$ cat src/rtl/cdb_writeback_arbiter_if.sv
// Bus bundle between the functional units and the CDB writeback arbiter.
// master: FU/issue side (drives finish pulses, observes CDB and queue status).
// slave:  arbiter side (consumes finish pulses, drives CDB and queue status).
interface cdb_writeback_arbiter_if #(
   parameter int N_FU  = 5,
   parameter int TAG_W = 4,
   parameter int SRC_W = 3
);
   logic [N_FU-1:0]       fu_finish;
   logic [N_FU*32-1:0]    fu_res;
   logic [N_FU*TAG_W-1:0] fu_tag;
   logic                  cdb_valid;
   logic [SRC_W-1:0]      cdb_src;
   logic [TAG_W-1:0]      cdb_tag;
   logic [31:0]           cdb_data;
   logic [N_FU-1:0]       fu_full;
   logic                  ovf_err;

   modport master (
      output fu_finish, fu_res, fu_tag,
      input  cdb_valid, cdb_src, cdb_tag, cdb_data, fu_full, ovf_err
   );

   modport slave (
      input  fu_finish, fu_res, fu_tag,
      output cdb_valid, cdb_src, cdb_tag, cdb_data, fu_full, ovf_err
   );
endinterface

$ cat src/rtl/cdb_writeback_arbiter.sv
// CDB writeback arbiter: captures one-cycle FU completion pulses into
// per-FU FIFOs and broadcasts one result per cycle on the common data bus.
// Optional macro CDB_RR_EN selects round-robin arbitration; when it is not
// defined, the lowest-index non-empty queue always wins.
module cdb_writeback_arbiter #(
   parameter int N_FU  = 5,
   parameter int TAG_W = 4,
   parameter int SRC_W = 3,
   parameter int DEPTH = 2
) (
   input  logic                    clk,
   input  logic                    rst_n,
   cdb_writeback_arbiter_if.slave  bus
);
   localparam int PTR_W = $clog2(DEPTH);
   localparam int CNT_W = PTR_W + 1;
   localparam int ENT_W = TAG_W + 32;

   logic [N_FU-1:0]  req;
   logic [N_FU-1:0]  pop;
   logic [N_FU-1:0]  drop;
   logic [N_FU-1:0]  full;
   logic [ENT_W-1:0] head [N_FU];
   logic             any_req;
   logic [SRC_W-1:0] grant;

   logic             cdb_valid_q, cdb_valid_d;
   logic [SRC_W-1:0] cdb_src_q,   cdb_src_d;
   logic [TAG_W-1:0] cdb_tag_q,   cdb_tag_d;
   logic [31:0]      cdb_data_q,  cdb_data_d;
   logic             ovf_err_q,   ovf_err_d;

   // One FIFO per functional unit; a full queue still accepts a push when it
   // is being popped at the same edge, since the count does not change.
   for (genvar gi = 0; gi < N_FU; gi++) begin : g_queue
      logic [ENT_W-1:0] mem_q [DEPTH];
      logic [PTR_W-1:0] wr_ptr_q, wr_ptr_d;
      logic [PTR_W-1:0] rd_ptr_q, rd_ptr_d;
      logic [CNT_W-1:0] cnt_q,    cnt_d;
      logic             push_ok;

      // Pointer/count next state from accepted push and granted pop.
      always_comb begin
         push_ok  = bus.fu_finish[gi] && ((cnt_q != CNT_W'(DEPTH)) || pop[gi]);
         wr_ptr_d = wr_ptr_q;
         rd_ptr_d = rd_ptr_q;
         cnt_d    = cnt_q;
         if (push_ok) begin
            wr_ptr_d = wr_ptr_q + 1'b1;
         end
         if (pop[gi]) begin
            rd_ptr_d = rd_ptr_q + 1'b1;
         end
         case ({push_ok, pop[gi]})
            2'b10:   cnt_d = cnt_q + 1'b1;
            2'b01:   cnt_d = cnt_q - 1'b1;
            default: cnt_d = cnt_q;
         endcase
      end

      // Queue control registers; reset empties the queue.
      always_ff @(posedge clk) begin
         if (!rst_n) begin
            wr_ptr_q <= '0;
            rd_ptr_q <= '0;
            cnt_q    <= '0;
         end else begin
            wr_ptr_q <= wr_ptr_d;
            rd_ptr_q <= rd_ptr_d;
            cnt_q    <= cnt_d;
         end
      end

      // Entry storage; contents need no reset because the count gates use.
      always_ff @(posedge clk) begin
         if (rst_n && push_ok) begin
            mem_q[wr_ptr_q] <= {bus.fu_tag[gi*TAG_W +: TAG_W], bus.fu_res[gi*32 +: 32]};
         end
      end

      assign req[gi]  = (cnt_q != '0);
      assign full[gi] = (cnt_q == CNT_W'(DEPTH));
      assign drop[gi] = bus.fu_finish[gi] & ~push_ok;
      assign head[gi] = mem_q[rd_ptr_q];
   end

   assign any_req = |req;

`ifdef CDB_RR_EN
   logic [SRC_W-1:0] rr_ptr_q, rr_ptr_d;
   logic [SRC_W-1:0] rr_idx;
   logic             rr_found;

   // Round-robin search starting just after the last granted source.
   always_comb begin
      grant    = '0;
      rr_found = 1'b0;
      rr_idx   = '0;
      for (int k = 1; k <= N_FU; k++) begin
         rr_idx = SRC_W'((int'(rr_ptr_q) + k) % N_FU);
         if (!rr_found && req[rr_idx]) begin
            grant    = rr_idx;
            rr_found = 1'b1;
         end
      end
      rr_ptr_d = any_req ? grant : rr_ptr_q;
   end

   // Last-granted pointer; starts at N_FU-1 so source 0 is searched first.
   always_ff @(posedge clk) begin
      if (!rst_n) begin
         rr_ptr_q <= SRC_W'(N_FU - 1);
      end else begin
         rr_ptr_q <= rr_ptr_d;
      end
   end
`else
   // Fixed priority: lowest requesting index wins.
   always_comb begin
      grant = '0;
      for (int i = N_FU - 1; i >= 0; i--) begin
         if (req[i]) begin
            grant = SRC_W'(i);
         end
      end
   end
`endif

   // Decode the grant into a one-hot pop.
   always_comb begin
      pop = '0;
      if (any_req) begin
         pop[grant] = 1'b1;
      end
   end

   // CDB next state: load the granted head, otherwise hold payload and drop valid.
   always_comb begin
      cdb_valid_d = any_req;
      cdb_src_d   = cdb_src_q;
      cdb_tag_d   = cdb_tag_q;
      cdb_data_d  = cdb_data_q;
      if (any_req) begin
         cdb_src_d               = grant;
         {cdb_tag_d, cdb_data_d} = head[grant];
      end
      ovf_err_d = ovf_err_q | (|drop);
   end

   // Registered CDB outputs and sticky overflow flag.
   always_ff @(posedge clk) begin
      if (!rst_n) begin
         cdb_valid_q <= 1'b0;
         cdb_src_q   <= '0;
         cdb_tag_q   <= '0;
         cdb_data_q  <= '0;
         ovf_err_q   <= 1'b0;
      end else begin
         cdb_valid_q <= cdb_valid_d;
         cdb_src_q   <= cdb_src_d;
         cdb_tag_q   <= cdb_tag_d;
         cdb_data_q  <= cdb_data_d;
         ovf_err_q   <= ovf_err_d;
      end
   end

   assign bus.cdb_valid = cdb_valid_q;
   assign bus.cdb_src   = cdb_src_q;
   assign bus.cdb_tag   = cdb_tag_q;
   assign bus.cdb_data  = cdb_data_q;
   assign bus.fu_full   = full;
   assign bus.ovf_err   = ovf_err_q;
endmodule
$ cat src/flat_wrapper.sv
// flat-port wrapper written by rule: the top's interface ports become plain ports
module cdb_writeback_arbiter_flat 
#(
   parameter int N_FU  = 5,
   parameter int TAG_W = 4,
   parameter int SRC_W = 3,
   parameter int DEPTH = 2
)
  (clk, rst_n, bus_fu_finish, bus_fu_res, bus_fu_tag, bus_cdb_valid, bus_cdb_src, bus_cdb_tag, bus_cdb_data, bus_fu_full, bus_ovf_err);
  cdb_writeback_arbiter_if #(.N_FU(N_FU), .TAG_W(TAG_W), .SRC_W(SRC_W)) bus_i ();
  input  logic clk;
  input  logic rst_n;
  input wire logic [$bits(bus_i.fu_finish)-1:0] bus_fu_finish;
  input wire logic [$bits(bus_i.fu_res)-1:0] bus_fu_res;
  input wire logic [$bits(bus_i.fu_tag)-1:0] bus_fu_tag;
  output wire logic [$bits(bus_i.cdb_valid)-1:0] bus_cdb_valid;
  output wire logic [$bits(bus_i.cdb_src)-1:0] bus_cdb_src;
  output wire logic [$bits(bus_i.cdb_tag)-1:0] bus_cdb_tag;
  output wire logic [$bits(bus_i.cdb_data)-1:0] bus_cdb_data;
  output wire logic [$bits(bus_i.fu_full)-1:0] bus_fu_full;
  output wire logic [$bits(bus_i.ovf_err)-1:0] bus_ovf_err;
  assign bus_i.fu_finish = bus_fu_finish;
  assign bus_i.fu_res = bus_fu_res;
  assign bus_i.fu_tag = bus_fu_tag;
  assign bus_cdb_valid = bus_i.cdb_valid;
  assign bus_cdb_src = bus_i.cdb_src;
  assign bus_cdb_tag = bus_i.cdb_tag;
  assign bus_cdb_data = bus_i.cdb_data;
  assign bus_fu_full = bus_i.fu_full;
  assign bus_ovf_err = bus_i.ovf_err;
  cdb_writeback_arbiter #(.N_FU(N_FU), .TAG_W(TAG_W), .SRC_W(SRC_W), .DEPTH(DEPTH)) u_core (.clk(clk), .rst_n(rst_n), .bus(bus_i));
endmodule
$ cat config.mk
export PLATFORM = sky130hd
export DESIGN_NAME = cdb_writeback_arbiter_flat
export DESIGN_NICKNAME = d
export VERILOG_FILES = /design/src/rtl/cdb_writeback_arbiter_if.sv /design/src/rtl/cdb_writeback_arbiter.sv /design/src/flat_wrapper.sv
export SDC_FILE = /design/constraint.sdc
export NUM_CORES = 1
export LEC_CHECK = 0
export CAP_MARGIN = 5
export CORE_UTILIZATION = 59
export DETAILED_ROUTE_END_ITERATION = 12
export MAX_ROUTING_LAYER = met4
export PLACE_DENSITY_LB_ADDON = 0.3
export SYNTH_ARGS = -nofsm -noshare
export SYNTH_HDL_FRONTEND = slang
export SYNTH_SLANG_ARGS = --single-unit
$ cat constraint.sdc
create_clock -name clk -period 6.9 [get_ports clk]
set_clock_uncertainty 0.15 [all_clocks]
set_input_delay 1.38 -clock clk [delete_from_list [all_inputs] [get_ports clk]]
set_output_delay 1.38 -clock clk [all_outputs]
set_load 0.05 [all_outputs]
# Word level (Yosys, flattened, before mapping)
# Memory sizes are Yosys's and may differ from the RTL's. A register that Yosys moved wholly into a read port is not among the register bits.
# Index checks and enable logic that the tools add are counted.
[word_totals]
ram_bits = 360
regBits = 61
mem_count = 5
output_inout_bits = 46
[classes]
n_reduce_logical = 28
n_eq_ne = 20
add_sub_neg = 20
bitwise = 12
muxes = 36
order_cmp = 3
[mem_list]
columns = ["memory", "words", "width", "read_ports", "rd_ports_with_merged_regs", "wr", "line", "rtl"]
rows = [
  ["u_core.g_queue[0].mem_q", 2, 36, 1, 1, 1, "cdb_writeback_arbiter.sv:36", "logic [ENT_W-1:0] mem_q [DEPTH];"],
  ["u_core.g_queue[1].mem_q", 2, 36, 1, 1, 1, "cdb_writeback_arbiter.sv:36", ""],
  ["u_core.g_queue[2].mem_q", 2, 36, 1, 1, 1, "cdb_writeback_arbiter.sv:36", ""],
  ["u_core.g_queue[3].mem_q", 2, 36, 1, 1, 1, "cdb_writeback_arbiter.sv:36", ""],
  ["u_core.g_queue[4].mem_q", 2, 36, 1, 1, 1, "cdb_writeback_arbiter.sv:36", ""],
]
[op_table]
columns = ["cell", "n"]
rows = [
  ["36-bit binary-select mux with 3-bit select", 1],
  ["36-bit two-way mux", 2],
  ["1-bit two-way mux", 21],
  ["2-bit equality test (second input constant)", 10],
  ["2-bit one-hot mux with 2 select lines", 5],
  ["2-bit nonzero test", 10],
  ["3-bit two-way mux", 5],
  ["1-bit logical AND", 11],
  ["1-bit adder (second input constant)", 10],
  ["2-bit by 1-bit adder with 2-bit output (second input constant)", 5],
  ["2-bit by 1-bit equality test with 1-bit output (second input constant)", 5],
  ["2-bit inequality test (second input constant)", 5],
  ["5-bit OR reduction", 2],
  ["2-bit by 1-bit subtractor with 2-bit output (second input constant)", 5],
  ["1-bit AND", 5],
  ["1-bit logical OR", 5],
  ["5-bit two-way mux", 1],
  ["1-bit inverter", 5],
  ["4-bit greater-or-equal comparator (second input constant)", 1],
  ["3-bit by 4-bit < comparator with 1-bit output (second input constant)", 1],
  ["3-bit inverter with 4-bit output", 1],
  ["1-bit demux with 3-bit select", 1],
  ["3-bit by 1-bit greater-or-equal comparator with 1-bit output (second input constant)", 1],
  ["1-bit bitwise OR", 1],
]

# Depth between registers and ports, before layout
[logic_depth]
depth_word = 17
mapped_depth = 10
mapped_depth_nobuf = 8

# Least setup slack after synthesis
# Ideal clock, no wire load.
[synth_timing]
kind = "in2reg"
start = "input port rst_n"
end = "memory u_core.g_queue[1].mem_q[0][0] in the netlist's numbering, enable pin"
setup_ns = 0.474
stages = 4
setup_slack_ns = 1.799
t_arrival_ns = 4.477
path_cell_list = "clkbuf_1 inv_1 clkbuf_1 nor3_1"
[synth_between]
elab_chain_cells = 3
[synth_rtl]
columns = ["element", "line", "rtl"]
rows = [
  ["start: declaration", "flat_wrapper.sv:12", "input logic rst_n;"],
  ["1-bit logical AND", "cdb_writeback_arbiter.sv:76", "if (rst_n && push_ok) begin"],
  ["1-bit two-way mux", "cdb_writeback_arbiter.sv:76", ""],
  ["1-bit two-way mux (not written as such)", "cdb_writeback_arbiter.sv:77", "mem_q[wr_ptr_q] <= {bus.fu_tag[gi*TAG_W +: TAG_W], bus.fu_res[gi*32 +: 32]};"],
  ["end: declaration", "cdb_writeback_arbiter.sv:36", ""],
]
# No other way between the ends.

# Worst setup path in the final report
[layout_timing]
start = "input port rst_n"
end = "memory u_core.g_queue[1].mem_q[0][34] in the netlist's numbering, enable pin"
# Same word-level chain as after synthesis.

==> metrics <==
num ports=233; worst hold path type=flip-flop to flip-flop; FILL cells=1,600; initial core utilization=60.6%; Clk Latency, worst-skew pair=0.54 ns; Root Driver=clkbuf_16; Ys Warns=0; Mapped Cells=1,026; syn_nets=1,215; CTS Hold Bufs=0; DP HPWL=24,600 um; # DRC=0; chip height=169 um; largest net degree at the start of global routing=78; Post-synth EDFFs=360; outcome=finished, final reports clean; Async S/R FF share, synth=0%; routability cong.=0.856; Hold Vio Cnt, Final=0; clk slew on worst S/H paths=0.06 ns; Fin Setup TNS=0 ns; Crit Path Class=primary input to flip-flop; synthesized flop and latch total=426; vias in the first global route=10,032; via count=10,055; minimum clock period=3.69 ns; DRC violation total after the first TritonRoute iteration=930; Syn Std Cell Area=16,500 um^2; via density per instance=6.10; commonest non-fill, non-tap cell in the layout=edfxtp_1; Synth Flop Type=edfxtp_1; Critical Path Start Type=primary input; TritonCTS Buffers=41; Max-Cap Viols=0; worst slack at placement=2.71 ns; Pins Over Slew Limit=0; I/O Buffers=232; r2r startpoint=u_core.g_queue[0].cnt_q[0]$_SDFFE_PN0P_; Period Utilization, post-route=53.5%; Routed Antenna Nets=0; drt total wl=39,500 um; CP Launch Point=rst_n; Unique masters post-synth=46; Total Routing Usage GR=28.6%; Power, Total=8.13 mW; clock sinks=426; f_max=271 MHz; # setup viols final=0; Slew Limit Headroom=17.0%; Avg Cell Area, Syn=16.1 um^2; htree depth=2; commonest cells after routing, fill and taps aside=edfxtp_1 (360), clkdlybuf4s50_1 (231), mux2i_1 (146); DP Area=19,100 um^2; Area Overhead vs Synth=25.1%; fin area=20,600 um^2; Power Dens Cells=394 nW/um^2; Seq/Total Area, Yosys=73.6%; RSZ-0062 raised after global routing=false; Tightest Pin Transition=1.24 ns; final hold slack=0.333 ns; multi-input logic area=4040 um^2; row cnt=60; GRT overflow=0; die width=169 um; share of cells above drive strength 1=9.87%; CTS tree=built; global-route wire length before repair=58,100 um; die area=28,600 um^2; Setup Fix Bufs, Post-CTS=0; R2R Setup Slk=3.52 ns; Critical Path AT=3.71 ns; start point of the worst hold path=u_core.bus.cdb_src[1]$_SDFFE_PN0P_; worst vdd ir=0.303 mV; antenna violations before repair=0; Setup WS post-layout=3.21 ns; cell leakage power=6.72 nW; FF/Latch Area=12,100 um^2; core region area=27,200 um^2; data required time at the worst endpoint=6.92 ns; Pre-antenna DRT Iters=5; crit path max fanout=46; Antenna Cells=0; Nets=1,433; WL/cell=24.0 um; crit end category=flip-flop; post-CTS sizing=0; CTS Buffer Depth=3
state kept, by name (all words and copies together) (netlist names), named ones only:
name                     flops
u_core.bus.cdb_tag           4
u_core.g_queue.cnt_q        10
u_core.bus.cdb_data         32
u_core.bus.ovf_err           1
u_core.g_queue.mem_q       360
u_core.bus.cdb_valid         1
u_core.g_queue.rd_ptr_q      5
u_core.g_queue.wr_ptr_q      5
u_core.bus.cdb_src           3
critical path, cell delays in order:
cell and delay (ns):
buf_2 0.73, inv_1 0.52, buf_4 0.36, nor3_2 0.16
buf_4 0.50
synthesized netlist by cell type (2+ instances only):
master,instances,area share (%)
inv_1,9,0.21
ha_1,2,0.15
buf_2,17,0.52
nor2b_1,39,1.5
o21ai_0,8,0.24
clkbuf_1,40,0.91
mux2i_1,146,8.9
nand3_1,5,0.15
o221a_1,22,1.5
xor2_1,4,0.21
buf_6,6,0.41
o21ai_1,2,0.061
and4_1,2,0.11
a311oi_1,36,1.9
o221a_2,14,0.96
a31oi_1,2,0.076
nand2_1,8,0.18
or3_1,5,0.19
and3_1,3,0.11
xnor2_1,8,0.43
o22ai_1,38,1.4
buf_1,8,0.18
a21oi_1,49,1.5
nor3_1,7,0.21
or2_2,5,0.19
nand2b_1,2,0.076
dfxtp_1,66,8.0
nor2_1,57,1.3
a211oi_1,40,1.8
edfxtp_1,360,66
final timing paths:
kind,endpoint,cells past startpoint
setup / recovery,u_core.g_queue[1].mem_q[0][34]$_DFFE_PP_,5
hold / removal,u_core.bus.cdb_src[1]$_SDFFE_PN0P_,2
setup reg to reg,u_core.g_queue[4].mem_q[0][34]$_DFFE_PP_,4
hold reg to reg,u_core.bus.cdb_src[1]$_SDFFE_PN0P_,2
per-layer routing:
layer / part of all wire [%] / track usage (%)
met1: 38 / 35.5
met2: 51 / 47.6
met3: 7.1 / 4.00
met4: 3.8 / 11.8
met5: 0 / -
area by class of cell:
type,instances,area share [%]
Clock buffer,53,5.70
Clock inverter,23,1.54
Inverter,10,0.182
Multi-Input combinational cell,518,19.6
Sequential cell,426,58.9
Tap cell,372,2.26
Timing Repair Buffer,247,11.8
metrics by stage:
stage | std cells | util, %
floorplan | 1026 | -
CTS | 1648 | 75.8
detailed placement | 1572 | 70.3
global placement | 1572 | 70.3
global route | 1649 | 75.9
finish | 1649 | 75.9
report_power, final:
group          internal [mW]  switching, mW
registers               3.05          0.201
clock network           1.50          0.943
logic                  0.879           1.55
total                   5.44           2.69
logic make-up after synthesis:
logic type	Yosys count	synth area share, %
adders and majority gates	2	0.152
AOI/OAI and AO/OA	218	9.98
buffers and inverters	82	2.29
and+or+nand+nor	140	4.44
xor gates and xnor gates	12	0.638
DFF	426	73.6
muxes	146	8.87
No activity file was read; power rests on OpenSTA's default activity.
